## src/rtl/gb_frame_capture_if.sv

```systemverilog
// Buses around the Game Boy frame capture block: LCD strobe input and BRAM
// port-A write side. The capture block is the LCD slave and the BRAM master.
interface gb_lcd_if #(
  parameter int PIX_BITS = 2
);
  logic                gb_hs;
  logic                gb_vs;
  logic                gb_cpl;
  logic                gb_valid;
  logic [PIX_BITS-1:0] gb_pixel;

  modport master (output gb_hs, gb_vs, gb_cpl, gb_valid, gb_pixel);
  modport slave  (input  gb_hs, gb_vs, gb_cpl, gb_valid, gb_pixel);
endinterface

interface gb_wr_if #(
  parameter int PIX_BITS  = 2,
  parameter int ADDR_BITS = 16
);
  logic [ADDR_BITS-1:0] wr_addr;
  logic [PIX_BITS-1:0]  wr_data;
  logic                 wr_we;

  modport master (output wr_addr, wr_data, wr_we);
  modport slave  (input  wr_addr, wr_data, wr_we);
endinterface

```

## src/rtl/gb_frame_capture.sv

```systemverilog
// Game Boy LCD capture into a linear NUM_BUFFERS-frame BRAM image with
// vsync-aligned start, tear-free buffer swap, clear on request and sticky errors.
//
// state     | meaning
// ----------+-----------------------------------------------------------
// S_CLEAR   | fill every buffer with clear_value, one address per cycle
// S_WAIT_VS | idle until the first vsync rise after a clear
// S_CAPTURE | write pixels at (x,y) of the write buffer, swap on full frame
module gb_frame_capture #(
  parameter int H_PIXELS    = 160,
  parameter int V_LINES     = 144,
  parameter int PIX_BITS    = 2,
  parameter int NUM_BUFFERS = 2,
  parameter int LINE_MODE   = 0,
  parameter int ADDR_BITS   = $clog2(NUM_BUFFERS*H_PIXELS*V_LINES)
) (
  input  logic                clk,
  input  logic                reset,
  gb_lcd_if.slave             lcd,
  gb_wr_if.master             wr,
  input  logic                clear_req,
  input  logic [PIX_BITS-1:0] clear_value,
  input  logic                err_clr,
  output logic                rd_buf,
  output logic                frame_done,
  output logic                busy,
  output logic                err_overrun,
  output logic                err_short
);
  localparam int FRAME = H_PIXELS*V_LINES;
  localparam int TOTAL = NUM_BUFFERS*FRAME;
  localparam int XW    = $clog2(H_PIXELS+1);
  localparam int YW    = $clog2(V_LINES+1);
  localparam logic                 DUAL   = (NUM_BUFFERS == 2);
  localparam logic [ADDR_BITS-1:0] LAST_A = ADDR_BITS'(TOTAL-1);
  localparam logic [ADDR_BITS-1:0] BUF1_A = DUAL ? ADDR_BITS'(FRAME) : '0;
  localparam logic [ADDR_BITS-1:0] H_A    = ADDR_BITS'(H_PIXELS);
  localparam logic [XW-1:0]        H_X    = XW'(H_PIXELS);
  localparam logic [XW-1:0]        H_LAST = XW'(H_PIXELS-1);
  localparam logic [YW-1:0]        V_Y    = YW'(V_LINES);

  typedef enum logic [1:0] {S_CLEAR, S_WAIT_VS, S_CAPTURE} state_t;

  state_t               state_q, state_d;
  logic [ADDR_BITS-1:0] clr_addr_q, clr_addr_d;
  logic [XW-1:0]        x_q, x_d;
  logic [YW-1:0]        y_q, y_d;
  logic                 wbuf_q, wbuf_d;
  logic                 rd_buf_q, rd_buf_d;
  logic                 wr_we_q, wr_we_d;
  logic [ADDR_BITS-1:0] wr_addr_q, wr_addr_d;
  logic [PIX_BITS-1:0]  wr_data_q, wr_data_d;
  logic                 frame_done_q, frame_done_d;
  logic                 ovr_q, ovr_d;
  logic                 short_q, short_d;
  logic                 s_q, hs_q, vs_q;
  logic                 s, pix_ev, hs_rise, vs_rise;
  logic                 set_ovr, set_short;

  assign s       = lcd.gb_valid & lcd.gb_cpl;
  assign pix_ev  = s & ~s_q;
  assign hs_rise = lcd.gb_hs & ~hs_q;
  assign vs_rise = lcd.gb_vs & ~vs_q;

  always_ff @(posedge clk) begin
    if (reset) begin
      state_q      <= S_CLEAR;
      clr_addr_q   <= '0;
      x_q          <= '0;
      y_q          <= '0;
      wbuf_q       <= DUAL;
      rd_buf_q     <= 1'b0;
      wr_we_q      <= 1'b0;
      wr_addr_q    <= '0;
      wr_data_q    <= '0;
      frame_done_q <= 1'b0;
      ovr_q        <= 1'b0;
      short_q      <= 1'b0;
      s_q          <= 1'b0;
      hs_q         <= 1'b0;
      vs_q         <= 1'b0;
    end else begin
      state_q      <= state_d;
      clr_addr_q   <= clr_addr_d;
      x_q          <= x_d;
      y_q          <= y_d;
      wbuf_q       <= wbuf_d;
      rd_buf_q     <= rd_buf_d;
      wr_we_q      <= wr_we_d;
      wr_addr_q    <= wr_addr_d;
      wr_data_q    <= wr_data_d;
      frame_done_q <= frame_done_d;
      ovr_q        <= ovr_d;
      short_q      <= short_d;
      s_q          <= s;
      hs_q         <= lcd.gb_hs;
      vs_q         <= lcd.gb_vs;
    end
  end

  always_comb begin
    state_d = state_q;
    case (state_q)
      S_CLEAR:   if (clr_addr_q == LAST_A) state_d = S_WAIT_VS;
      S_WAIT_VS: if (vs_rise) state_d = S_CAPTURE;
      S_CAPTURE: state_d = S_CAPTURE;
      default:   state_d = S_CLEAR;
    endcase
    if (clear_req) state_d = S_CLEAR;
  end

  // x_d/y_d/wbuf_d are updated in order so a same-cycle sync event is seen
  // by the pixel that arrives with it.
  always_comb begin
    clr_addr_d   = clr_addr_q;
    x_d          = x_q;
    y_d          = y_q;
    wbuf_d       = wbuf_q;
    rd_buf_d     = rd_buf_q;
    wr_we_d      = 1'b0;
    wr_addr_d    = wr_addr_q;
    wr_data_d    = wr_data_q;
    frame_done_d = 1'b0;
    set_ovr      = 1'b0;
    set_short    = 1'b0;
    case (state_q)
      S_CLEAR: begin
        wr_we_d   = 1'b1;
        wr_addr_d = clr_addr_q;
        wr_data_d = clear_value;
        if (clr_addr_q != LAST_A) clr_addr_d = clr_addr_q + 1'b1;
      end
      S_WAIT_VS: begin
        if (vs_rise) begin
          x_d = '0;
          y_d = '0;
        end
      end
      S_CAPTURE: begin
        if (vs_rise) begin
          if (y_q == V_Y) begin
            frame_done_d = 1'b1;
            if (DUAL) begin
              rd_buf_d = wbuf_q;
              wbuf_d   = ~wbuf_q;
            end
          end else begin
            set_short = 1'b1;
          end
          x_d = '0;
          y_d = '0;
        end else if (LINE_MODE == 1 && hs_rise && x_q != '0) begin
          x_d = '0;
          y_d = y_q + 1'b1;
        end
        if (pix_ev) begin
          if (y_d == V_Y || (LINE_MODE == 1 && x_d == H_X)) begin
            set_ovr = 1'b1;
          end else begin
            wr_we_d   = 1'b1;
            wr_addr_d = (wbuf_d ? BUF1_A : '0) + ADDR_BITS'(y_d) * H_A + ADDR_BITS'(x_d);
            wr_data_d = lcd.gb_pixel;
            if (LINE_MODE == 0 && x_d == H_LAST) begin
              x_d = '0;
              y_d = y_d + 1'b1;
            end else begin
              x_d = x_d + 1'b1;
            end
          end
        end
      end
      default: ;
    endcase
    if (clear_req) clr_addr_d = '0;
    ovr_d   = (ovr_q & ~err_clr) | set_ovr;
    short_d = (short_q & ~err_clr) | set_short;
  end

  assign busy        = (state_q == S_CLEAR);
  assign wr.wr_we    = wr_we_q;
  assign wr.wr_addr  = wr_addr_q;
  assign wr.wr_data  = wr_data_q;
  assign rd_buf      = rd_buf_q;
  assign frame_done  = frame_done_q;
  assign err_overrun = ovr_q;
  assign err_short   = short_q;
endmodule

```

## src/flat_wrapper.sv

```systemverilog
// flat-port wrapper written by rule: the top's interface ports become plain ports
module gb_frame_capture_flat 
#(
  parameter int H_PIXELS    = 160,
  parameter int V_LINES     = 144,
  parameter int PIX_BITS    = 2,
  parameter int NUM_BUFFERS = 2,
  parameter int LINE_MODE   = 0,
  parameter int ADDR_BITS   = $clog2(NUM_BUFFERS*H_PIXELS*V_LINES)
)
  (clk, reset, clear_req, clear_value, err_clr, rd_buf, frame_done, busy, err_overrun, err_short, lcd_gb_hs, lcd_gb_vs, lcd_gb_cpl, lcd_gb_valid, lcd_gb_pixel, wr_wr_addr, wr_wr_data, wr_wr_we);
  gb_lcd_if #(.PIX_BITS(PIX_BITS)) lcd_i ();
  gb_wr_if #(.PIX_BITS(PIX_BITS), .ADDR_BITS(ADDR_BITS)) wr_i ();
  input  logic clk;
  input  logic reset;
  input  logic clear_req;
  input  logic [PIX_BITS-1:0] clear_value;
  input  logic err_clr;
  output logic rd_buf;
  output logic frame_done;
  output logic busy;
  output logic err_overrun;
  output logic err_short;
  input wire logic [$bits(lcd_i.gb_hs)-1:0] lcd_gb_hs;
  input wire logic [$bits(lcd_i.gb_vs)-1:0] lcd_gb_vs;
  input wire logic [$bits(lcd_i.gb_cpl)-1:0] lcd_gb_cpl;
  input wire logic [$bits(lcd_i.gb_valid)-1:0] lcd_gb_valid;
  input wire logic [$bits(lcd_i.gb_pixel)-1:0] lcd_gb_pixel;
  output wire logic [$bits(wr_i.wr_addr)-1:0] wr_wr_addr;
  output wire logic [$bits(wr_i.wr_data)-1:0] wr_wr_data;
  output wire logic [$bits(wr_i.wr_we)-1:0] wr_wr_we;
  assign lcd_i.gb_hs = lcd_gb_hs;
  assign lcd_i.gb_vs = lcd_gb_vs;
  assign lcd_i.gb_cpl = lcd_gb_cpl;
  assign lcd_i.gb_valid = lcd_gb_valid;
  assign lcd_i.gb_pixel = lcd_gb_pixel;
  assign wr_wr_addr = wr_i.wr_addr;
  assign wr_wr_data = wr_i.wr_data;
  assign wr_wr_we = wr_i.wr_we;
  gb_frame_capture #(.H_PIXELS(H_PIXELS), .V_LINES(V_LINES), .PIX_BITS(PIX_BITS), .NUM_BUFFERS(NUM_BUFFERS), .LINE_MODE(LINE_MODE), .ADDR_BITS(ADDR_BITS)) u_core (.clk(clk), .reset(reset), .lcd(lcd_i), .wr(wr_i), .clear_req(clear_req), .clear_value(clear_value), .err_clr(err_clr), .rd_buf(rd_buf), .frame_done(frame_done), .busy(busy), .err_overrun(err_overrun), .err_short(err_short));
endmodule
```

## config.mk

```make
export PLATFORM = sky130hd
export DESIGN_NAME = gb_frame_capture_flat
export DESIGN_NICKNAME = d
export VERILOG_FILES = /design/src/rtl/gb_frame_capture_if.sv /design/src/rtl/gb_frame_capture.sv /design/src/flat_wrapper.sv
export SDC_FILE = /design/constraint.sdc
export NUM_CORES = 1
export LEC_CHECK = 0
export CAP_MARGIN = 20
export CORE_ASPECT_RATIO = 1.2
export CORE_MARGIN = 4
export CORE_UTILIZATION = 51
export DETAILED_ROUTE_END_ITERATION = 6
export DONT_BUFFER_PORTS = 1
export PLACE_DENSITY_LB_ADDON = 0.3
export SETUP_SLACK_MARGIN = 0.4
export SYNTH_ARGS = -nofsm -noshare
export SYNTH_HDL_FRONTEND = slang
export SYNTH_SLANG_ARGS = --single-unit
```

## constraint.sdc

```tcl
create_clock -name clk -period 11.3 [get_ports clk]
set_input_delay 2.26 -clock clk [delete_from_list [all_inputs] [get_ports clk]]
set_output_delay 2.26 -clock clk [all_outputs]
set_load 0.005 [all_outputs]
```

==> qor.csv <==
metric;value;unit
DR WL/cell;15.59;um
yosys warns;0;
DRT antenna net count;0;
Filler Cells Inserted;660;
Area Overhead vs Synth;5.583;%
endpoints failing setup;0;
Initial Utilization;52.68;%
crit path kind;input pin to register;
CTS Sinks;60;
H-tree depth reported by CTS;3;
die outline height;103.0;um
async set-or-reset flop fraction in the synthesized netlist;0;%
grt ovf;0;
Netlist cell types;68;
Clock Tree Buf Depth;2;
Critical Path End Type;register;
Fmax;0.1924;GHz
Max-Cap Viols;0;
setup TNS;0;ns
R2R setup slack;7.62;ns
Setup Skew;0.008302;ns
Slew headroom;37.80;%
I/O Pins;36;
post-synthesis simple-gate area fraction;29.02;%
status;complete, no violations;
Hold Path Depth;2;
hold_buf cts;0;
commonest non-fill, non-tap cell in the layout;dfxtp_1;
WHS Endpoint;u_core.wr.wr_addr[9];
gpl congestion;0.9009;
r2r endpoint;u_core.wr.wr_addr[15];
worst r2r src;u_core.vs_q;
Mean Syn Cell Area;8.137;um^2
largest family of logic cells by synthesized area;simple AND/OR/NAND/NOR gates;
initial DRC count;147;
vias in the first global route;3166;
Worst setup SP type;input pin;
Mapped Nets;502;
DRT Pass-1 Iters;4;
post-DP HPWL;6082;um
largest fanout on the critical path;30;
Min Hold Slack;0.4744;ns
Pwr Total;417.7;uW
root buffer cell;clkbuf_8;
Post-Synth Adder-Cell Area;6.660;%
die width;87.14;um
PostCTS Resize Cnt;0;
antenna diode count;0;
Synth Register Bits;60;
power per cell area;103.2;mW/mm^2
final hold violation count;0;
prevailing post-synth register cell;dfxtp_1;
post-synthesis xor/xnor area fraction;7.738;%
post-route insts no fill;552;
Tcrit/Tclk final;46.00;%
port bufs;0;
Compound-Gate Fraction of Synth Area;17.92;%
largest net degree at the start of global routing;52;
Residual DRC;0;
Via density;6.080;
initial antenna violation count;0;
post-CTS setup buffer count;0;
global-route wire length before repair;14380;um
core area;0.007274;mm^2
Post-Synthesis Cells;471;
multiplexer area fraction after synthesis;2.710;%
Tmin final;5.198;ns
Pins Over Slew Limit;0;
layout cells sized above 1;9.307;%
final wirelength;8603;um
Leakage;0.001464;uW
Total GRT Usage;19.99;%
Seq. cell area;0.001201;mm^2
sequential element share of the synthesized area;31.34;%
CP required;11.52;ns
hold_sp;u_core.wr.wr_addr[9];
die area;0.008971;mm^2
Site Rows;34;
Worst-Margin Slew;0.9253;ns
footprint of the multi-input gates;0.002455;mm^2
CTS tree;done;
min-delay worst type;register to register;
Reg2Reg Depth;14;
Nets;488;
commonest non-fill, non-tap cells in the layout;dfxtp_1 (60), nor2_1 (50), nand2_1 (47);
Clock Latency Late Sink;0.34;ns
clock buffer count from CTS;9;
RSZ-0062 raised after global routing;no;
mapped cell area;0.003832;mm^2
Peak VDD IR;0.0001136;V
Vias;3356;
EDFF count, synth;0;
worst endpoint data arrival time;5.42;ns
placed cells;536;
Worst-path clk slew;0.07;ns
-- how the worst max path moves through the flow --
stage | startpoint | endpoint | slack (ns) | cells after the start
2_1_floorplan | lcd_gb_vs | u_core.wr.wr_addr[15] | 5.72 | 14
4_1_cts | lcd_gb_vs | u_core.wr.wr_addr[15] | 6.11 | 14
6_report | lcd_gb_vs | u_core.wr.wr_addr[15] | 6.10 | 14
3_5_place_dp | lcd_gb_vs | u_core.wr.wr_addr[15] | 5.75 | 14
5_1_grt | lcd_gb_vs | u_core.wr.wr_addr[15] | 5.81 | 14
3_3_place_gp | lcd_gb_vs | u_core.wr.wr_addr[15] | 5.79 | 14
-- per-layer routing --
metal / track usage [%] / vias up / part of all wire, %
met3: 4.796 / 20 / 5.3
met4: 8.855 / 0 / 2.4
li1: - / 1680 / -
met1: 23.05 / 1580 / 42
met2: 35.01 / 76 / 50
met5: 0 / - / 0
-- critical path, cell delays in order --
cell and delay [ns]:
nand2b_1 0.03, buf_4 0.23, nand3_1 0.17, inv_1 0.06
ha_1 0.22, fa_1 0.46, a21o_1 0.19, a21oi_1 0.21
xnor2_1 0.10, ha_1 0.35, nand3_2 0.11, o31ai_2 0.38
a311oi_1 0.13, or4_1 0.49
-- cell usage after synthesis, types with 8 or more instances --
library cell | instances | area [um^2]
dfxtp_1 | 60 | 1201
nor2_1 | 50 | 187.7
nand2_1 | 47 | 176.4
xnor2_1 | 28 | 245.2
a21oi_1 | 26 | 130.1
clkbuf_1 | 18 | 67.56
ha_1 | 18 | 225.2
o21ai_0 | 17 | 85.08
nand3_1 | 16 | 80.08
inv_1 | 13 | 48.80
a311oi_1 | 10 | 87.58
and3_1 | 10 | 62.56
nand2b_1 | 10 | 62.56
a211oi_1 | 9 | 67.56
and2_1 | 8 | 50.05
nor3_1 | 8 | 40.04
-- cell families after synthesis --
family	Yosys count
fa+ha+maj	20
xor+xnor	33
buf+inv	42
flops	60
mux	10
compound gates	102
simple gates	204
-- cell type report --
cell class                      instances  area share (%)
Tap cell                               90           2.783
Sequential cell                        60           29.68
Multi-Input combinational cell        369           60.67
Timing Repair Buffer                    4          0.7421
Inverter                               13           1.206
Clock buffer                            9           3.061
Clock inverter                          7           1.855
-- flip-flops by register name (all words and copies together) (netlist names) --
signal,count
u_core.s_q,1
u_core.wr.wr_data,2
u_core.clr_addr_q,16
u_core.err_overrun,1
u_core.x_q,8
u_core.wr.wr_addr,16
u_core.frame_done,1
u_core.wbuf_q,1
u_core.rd_buf,1
u_core.err_short,1
u_core.wr.wr_we,1
u_core.vs_q,1
u_core.state_q,2
u_core.y_q,8
-- per-stage QoR --
stage	utilization, %	setup WS [ns]	instance area [um^2]
final	55.62	6.102	4046
after global routing	55.62	5.808	4046
after CTS	55.62	6.107	4046
after detailed placement	52.89	5.747	3847
after global placement	52.89	5.791	3847
after floorplan	-	5.718	3832
-- power by group --
part           internal [uW]  switching (uW)  leakage [uW]
Combinational           2.90            5.77      0.000876
Sequential               213            1.09      0.000485
Clock                    103            92.3      0.000104
Power figures use the tool's default switching activity.
